===== config.mk =====
export PLATFORM = sky130hd
export DESIGN_NAME = instr_fetch
export DESIGN_NICKNAME = d
export VERILOG_FILES = /design/src/rtl/instr_fetch.sv
export SDC_FILE = /design/constraint.sdc
export NUM_CORES = 2
export LEC_CHECK = 0
export CAP_MARGIN = 5
export CORE_MARGIN = 2
export CORE_UTILIZATION = 62
export DETAILED_ROUTE_END_ITERATION = 7
export GPL_ROUTABILITY_DRIVEN = 0
export HOLD_SLACK_MARGIN = 0.1
export PLACE_DENSITY_LB_ADDON = 0.05
export SYNTH_ARGS = -nofsm -noshare
export SYNTH_HDL_FRONTEND = slang
export SYNTH_SLANG_ARGS = --single-unit

===== constraint.sdc =====
create_clock -name clk -period 3.7 [get_ports clk]
set_clock_uncertainty 0.15 [all_clocks]
set_input_delay 0.74 -clock clk [delete_from_list [all_inputs] [get_ports clk]]
set_output_delay 0.74 -clock clk [all_outputs]
set_load 0.005 [all_outputs]

===== src/rtl/instr_fetch.sv =====
// Instruction-supply unit: word-addressed program store streamed to the core
// at one instruction per cycle, with stall, branch redirect and halt handling.
module instr_fetch #(
    parameter int unsigned DEPTH    = 64,
    parameter int unsigned ADDR_W   = 6,
    parameter logic [31:0] RESET_PC = 32'h0000_0000
) (
    input  logic              clk,
    input  logic              rst,
    input  logic              load_en,
    input  logic [ADDR_W-1:0] load_addr,
    input  logic [31:0]       load_data,
    input  logic              start,
    input  logic              stall,
    input  logic              redirect,
    input  logic [31:0]       redirect_pc,
    output logic [31:0]       instr,
    output logic              instr_valid,
    output logic [31:0]       pc,
    output logic              halted
);

    typedef enum logic [1:0] {
        ST_IDLE,
        ST_RUN,
        ST_HALT
    } state_t;

    localparam logic [31:0] EBREAK      = 32'h0010_0073;
    localparam logic [31:0] STORE_BYTES = 32'(DEPTH) << 2;

    logic [31:0]       mem [DEPTH];
    state_t            state_q, state_d;
    logic [31:0]       pc_q, pc_d;
    logic [31:0]       instr_q, instr_d;
    logic [ADDR_W-1:0] rd_idx;
    logic [31:0]       rd_data;
    logic [31:0]       pc_inc;
    logic              wr_en;
    logic              redir_bad;
    logic              run_stop;

    assign wr_en     = load_en && (state_q != ST_RUN);
    assign pc_inc    = pc_q + 32'd4;
    assign redir_bad = (redirect_pc[1:0] != 2'b00) || (redirect_pc >= STORE_BYTES);
    assign run_stop  = (instr_q == EBREAK) || (pc_inc == STORE_BYTES);

    // Single read port; the address is chosen by whichever fetch the edge will commit.
    always_comb begin
        rd_idx = pc_inc[ADDR_W+1:2];
        if (state_q != ST_RUN) begin
            rd_idx = RESET_PC[ADDR_W+1:2];
        end else if (redirect) begin
            rd_idx = redirect_pc[ADDR_W+1:2];
        end
    end

    // Write-first bypass: a same-cycle load to the fetched index is seen by the fetch.
    assign rd_data = (wr_en && (load_addr == rd_idx)) ? load_data : mem[rd_idx];

    always_ff @(posedge clk) begin
        if (wr_en) begin
            mem[load_addr] <= load_data;
        end
    end

    always_ff @(posedge clk or posedge rst) begin
        if (rst) begin
            state_q <= ST_IDLE;
        end else begin
            state_q <= state_d;
        end
    end

    always_comb begin
        state_d = state_q;
        case (state_q)
            ST_IDLE, ST_HALT: begin
                if (start) begin
                    state_d = ST_RUN;
                end
            end
            ST_RUN: begin
                if (redirect) begin
                    if (redir_bad) begin
                        state_d = ST_HALT;
                    end
                end else if (!stall && run_stop) begin
                    state_d = ST_HALT;
                end
            end
            default: state_d = ST_IDLE;
        endcase
    end

    always_comb begin
        pc_d    = pc_q;
        instr_d = instr_q;
        case (state_q)
            ST_IDLE, ST_HALT: begin
                if (start) begin
                    pc_d    = RESET_PC;
                    instr_d = rd_data;
                end
            end
            ST_RUN: begin
                if (redirect) begin
                    pc_d = redirect_pc;
                    if (!redir_bad) begin
                        instr_d = rd_data;
                    end
                end else if (!stall && !run_stop) begin
                    pc_d    = pc_inc;
                    instr_d = rd_data;
                end
            end
            default: begin
                pc_d    = pc_q;
                instr_d = instr_q;
            end
        endcase
    end

    always_ff @(posedge clk or posedge rst) begin
        if (rst) begin
            pc_q    <= '0;
            instr_q <= '0;
        end else begin
            pc_q    <= pc_d;
            instr_q <= instr_d;
        end
    end

    always_comb begin
        instr_valid = (state_q == ST_RUN);
        halted      = (state_q == ST_HALT);
        instr       = instr_q;
        pc          = pc_q;
    end

endmodule


### Word-level counts from Yosys, hierarchy flattened

Memory sizes are Yosys's and may differ from the RTL's.
Index checks and enable logic that the tools add are counted.

* $add $sub $neg: 1
* magnitude comparators: 1
* equality and inequality tests: 11
* muxes and demuxes: 19
* reduce and logical (&&, ||, !) cells: 15

Operators by type and width (number)
* 32-bit 2-to-1 mux: 8
* 32-bit one-hot mux with 2 select lines: 2
* 32-bit by 3-bit adder with 32-bit output (second input constant): 1
* 32-bit by 21-bit == test with 1-bit output (second input constant): 1
* 32-bit by 9-bit == test with 1-bit output (second input constant): 1
* 32-bit by 9-bit greater-or-equal comparator with 1-bit output (second input constant): 1
* 6-bit 2-to-1 mux: 2
* 3-bit by 2-bit != test with 1-bit output (second input constant): 3
* 2-bit 2-to-1 mux: 4
* 6-bit == test: 1
* 3-bit AND reduction: 2
* 1-bit logical AND: 4
* 2-bit one-hot mux with 2 select lines: 1
* 4-bit AND reduction: 1
* 2-bit nonzero test: 2
* 3-bit != test (second input constant): 1
* 2-bit by 1-bit == test with 1-bit output (second input constant): 1
* 2-bit == test (second input constant): 1
* 1-bit logical NOT: 2
* 2-bit logical NOT: 1
* 1-bit logical OR: 2
* 1-bit 2-to-1 mux: 2
* 2-bit by 1-bit != test with 1-bit output (second input constant): 1
* 2-bit != test (second input constant): 1
* 2-bit OR reduction: 1

* flip-flop bits (word level): 66
* RAM bits: 2048
* input bits: 76
* output and inout bits: 66
* word-level logic and storage cells: 51
* memories kept: 1

Memories
* mem: words 64, bits a word 32, rd ports 1, clocked after memory_dff 0, write ports 1, RTL line 32 `logic [31:0] mem [DEPTH];`

### Logic depth before layout (Yosys ltp)

* depth in word-level cells: 9
* gate-level depth with buffers: 14
* depth with buffers taken out: 10

### Least setup slack after synthesis

Ideal clock, no wire load.

* path type: input to register
* from: in load_addr[4]
* to: mem mem[16][0] (enable)
* library setup time: 421 ps
* arrival: 2966 ps
* data required time: 3129 ps
* setup slack: 163 ps
* stages: 4
* path buffers: 2
* cells stage by stage: clkbuf_1 or3b_2 buf_1 nor2_1

RTL lines
* start, declared: RTL line 11 `input logic [ADDR_W-1:0] load_addr,`
* end, declared: RTL line 32

Straight into the memory's write port.

### Final worst setup path

* from: reg state_q[1]
* to: reg instr_q[24], in the netlist instr[24]

* longest elaborated chain between the ends: 8
* elaborated cells on any way between the ends: 21
* those cells by class: 7 x eq/ne; 7 x mux; 6 x reduce/logical; 1 x memory

Ends and longest elaborated chain
* start, declared: RTL line 33 `state_t state_q, state_d;`
* start signal, assigned: RTL line 71 `state_q <= state_d;`
* parallel branches: the longest is 8 deep, another holds memory read 64 x 32 bit
* end signal, assigned: RTL line 130 `instr_q <= instr_d;`
* end, declared: RTL line 35 `logic [31:0] instr_q, instr_d;`

Parallel ways; which one is timed is not known. The select of a mux whose other input is x is not followed.
A chain may end at the register's enable or synchronous reset.

==> impl_summary.txt <==
----------------------------------------------------
[Setup path]
  Delay-heaviest family, CP ... simple AND/OR/NAND/NOR gates
  Crit path DAT ... 4.30 ns
  Worst R2R Path Depth ... 13
  Crit path depth ... 13
  Sort of element at the start of the critical path ... register
  Longest individual stage delay on the worst path ... 0.59 ns
  Maximum fanout along the worst path ... 17
  Critical Setup Path Class ... register to register
  Worst path required time ... 4.31 ns
  Critical Path Slowest Stage Cell ... a221oi_1
  Cells traversed along the worst timing path ... nand2b_2 -> nor3_4 -> buf_12 -> buf_12 -> buf_4 -> nand2_1 -> nand3_1 -> and3_1 -> o32ai_4 -> buf_4 -> a221oi_1 -> a311o_1 -> a22o_1
  Critical path capture point type ... register
  Buffers & Inverters on Critical Path ... 4

[Floorplan]
  Die X-Extent ... 373 um
  Row cnt ... 135
  Total I/O pin count ... 142
  Effective utilization at floorplan ... 62.5%
  Total Die Area ... 0.139 sq mm
  Die Y ... 373 um
  Area of the core region ... 0.135 sq mm

[Power and ir drop]
  Max rail drop VDD ... 0.000472 V
  Pwr Density ... 619 mW/mm^2
  Static leakage ... 35.0 nW
  Total power ... 62.2 mW

[Final layout]
  Number of fill cells ... 8473
  Utilization after layout ... 74.2%
  Final net count ... 6951
  Ratio of cells with drive above 1 in the final layout ... 16.6%
  Synth-to-layout area growth ... 18.9%

[Outcome]
  Outcome ... finished clean

[Logic synthesis]
  Sequential cell area fraction in the yosys report ... 74.6%
  Commonest cells in the synthesized netlist ... edfxtp_1, nand2_1, nand3_1
  Top-count cell post-synth ... edfxtp_1
  Net count after synthesis ... 6390
  Area leader, netlist ... edfxtp_1
  Area share of the largest cell type after synthesis ... 72.7%
  Register bit total from synthesis ... 2114
  Gate count after technology mapping ... 6312
  Mapped Area ... 0.0846 sq mm
  Synth Warn # ... 0
  Top FF cell, synth ... edfxtp_1
  Avg Cell Area, Syn ... 13.4 sq um
  Largest cells by area after synthesis ... edfxtp_1, nand2_1, nand3_1
  Yosys cell types ... 77
  Number of flops mapped to enable cells by yosys ... 2048
  Share of synthesized flip-flops with an asynchronous set or reset ... 3.12%

[Timing]
  Post-Route Setup TNS ... 0 ns
  Final critical-path required period ... 3.69 ns
  Final Hold Violating Endpoints ... 0
  RSZ-0062 raised after global routing ... yes
  Slew of the pin with the lowest slew margin ... 1.19 ns
  Min setup slack post-route ... 0.0100 ns
  Number of max-slew violations in the final report ... 0
  Period Utilization, post-route ... 99.7%
  Number of failing setup endpoints in the final timing report ... 0
  F_max ... 0.271 GHz
  Remaining max-slew budget at the tightest pin ... 20.5%

[Routing]
  Routed length per placed instance ... 29.9 um
  Via Count ... 58078
  Vias per inst ... 6.58
  Post-route DRC ... 0
  Antenna-violating nets left ... 0
  Number of optimization iterations in the first detailed-route pass ... 8
  Iteration-0 DRC Markers ... 8570
  Final wirelength ... 264000 um

[Placement]
  Place WS ... -0.969 ns
  HPWL reported at the end of detailed placement ... 164000 um
  IO buf count ... 141

[Global routing]
  Number of antenna violations at the first check in global routing ... 24
  GR Util All Layers ... 37.8%
  Pin count of the biggest net entering global routing ... 90
  Final global-route overflow total ... 0
  Global-route wire length before repair ... 378000 um
  Vias in the first global route ... 55137

[Clock network]
  Total clock sinks ... 2114
  Number of buffers inserted during clock tree synthesis ... 203
  Clock-pin slew reported for the worst setup and hold paths after clock tree synthesis ... 0.06 ns
  Cell at the root of the clock tree ... clkbuf_16
  Clock tree from TritonCTS ... yes
  CTS H-tree depth ... 4
  Longest Clk Path Bufs ... 3
  Clock network latency to the later pin of the worst-skew pair ... 0.85 ns

[Min path]
  Worst min-delay path class ... input port to asynchronous set/reset pin

[Job]
  Number of max-capacitance violations reported ... 0

----------------------------------------------------
==> power breakdown <==
part / switching, mW / internal, mW / leakage, nW / total (mW)
Combinational: 9.15 / 5.79 / 12.7 / 14.9
Sequential: 0.686 / 26.6 / 19.2 / 27.3
Clock: 8.91 / 11.1 / 3.09 / 20.0
Total: 18.7 / 43.5 / 35.0 / 62.2
==> state kept, by name, summed over array words and instances, names as in the netlist <==
name and cells:
instr 32, mem 2048, pc 32, state_q 2
==> cell families (layout without fill, tap and decap cells) <==
family / after synthesis / in the layout / synth area share (%)
other: 0 / 7 / 0
AOI/OAI and AO/OA: 973 / 973 / 7.44
DFF: 2114 / 2114 / 74.6
adders and majority gates: 2 / 2 / 0.0296
buffers and inverters: 455 / 1187 / 2.19
and+or+nand+nor: 2673 / 2673 / 13.7
muxes: 80 / 80 / 1.81
xor gates and xnor gates: 15 / 15 / 0.155
==> metrics by stage <==
stage | cell area, sq um | hold WS (ns) | std cells
finish | 101000 | 0.124 | 8832
global route | 101000 | 0.141 | 8826
CTS | 100000 | 0.103 | 8824
detailed placement | 94100 | 0.372 | 8446
global placement | 94100 | 0.363 | 8446
floorplan | 84600 | 0.343 | 6312
==> final timing paths <==
check,from,endpoint,slack (ns)
min in group clk,load_data[7],mem[11][7],0.28
setup reg to reg,state_q[1],instr[24],0.01
max in group asynchronous,rst,instr[27],2.63
hold / removal,rst,pc[25],0.12
setup / recovery,state_q[1],instr[24],0.01
hold reg to reg,pc[5],pc[5],0.38
==> timing repair <==
item / CTS / global route
endpoints found under the hold margin: 6 / 0
gates cloned: 0 / 0
endpoints found under the setup margin: 33 / 33
pin swaps: 1 / 1
resized for setup: 9 / 16
hold buffers: 2 / 0
setup buffers: 0 / 1
==> layout by cell type (no fill, tap or decap), types with 19 or more instances in the layout <==
cell	Yosys	layout
nand2b_1	27	25
edfxtp_1	2048	2048
buf_2	48	33
clkbuf_16	0	207
buf_12	0	182
clkdlybuf4s50_1	0	108
nand2_1	1526	1525
nor2_1	156	84
clkinv_1	1	51
a221oi_1	54	48
a21oi_1	486	478
clkinv_2	0	38
a31oi_1	25	25
nand3_1	784	784
buf_4	9	473
nand4_1	71	71
and3_1	29	29
nor4_1	19	19
a311oi_1	21	21
mux4_2	58	58
a32o_1	19	19
a22o_1	32	32
a22oi_1	205	205
clkbuf_1	291	45
nor2_4	0	69
o21ai_0	38	38
dfrtp_1	66	65
==> cell type report <==
cell class                      instances  area [sq um]  share of cell area (%)
Sequential cell                      2114         63200                    62.8
Antenna cell                            7          17.5                  0.0174
Tap cell                             1781          2230                    2.22
Clock buffer                          254          5380                    5.35
Inverter                                9          33.8                  0.0336
Timing Repair Buffer                  802          8510                    8.46
Multi-Input combinational cell       3743         20300                    20.2
Clock inverter                        122           975                   0.969
==> metal layers <==
metal | GRT usage (%) | routed length (um) | vias to the layer above | part of all wire [%]
li1 | - | - | 24790 | -
met1 | 51.8 | 94800 | 28851 | 36
met2 | 56.8 | 119000 | 3743 | 45
met3 | 9.85 | 35200 | 670 | 13
met4 | 18.8 | 15000 | 24 | 5.7
met5 | 0 | 152 | - | 0.058
No activity file was read; power rests on OpenSTA's default activity.
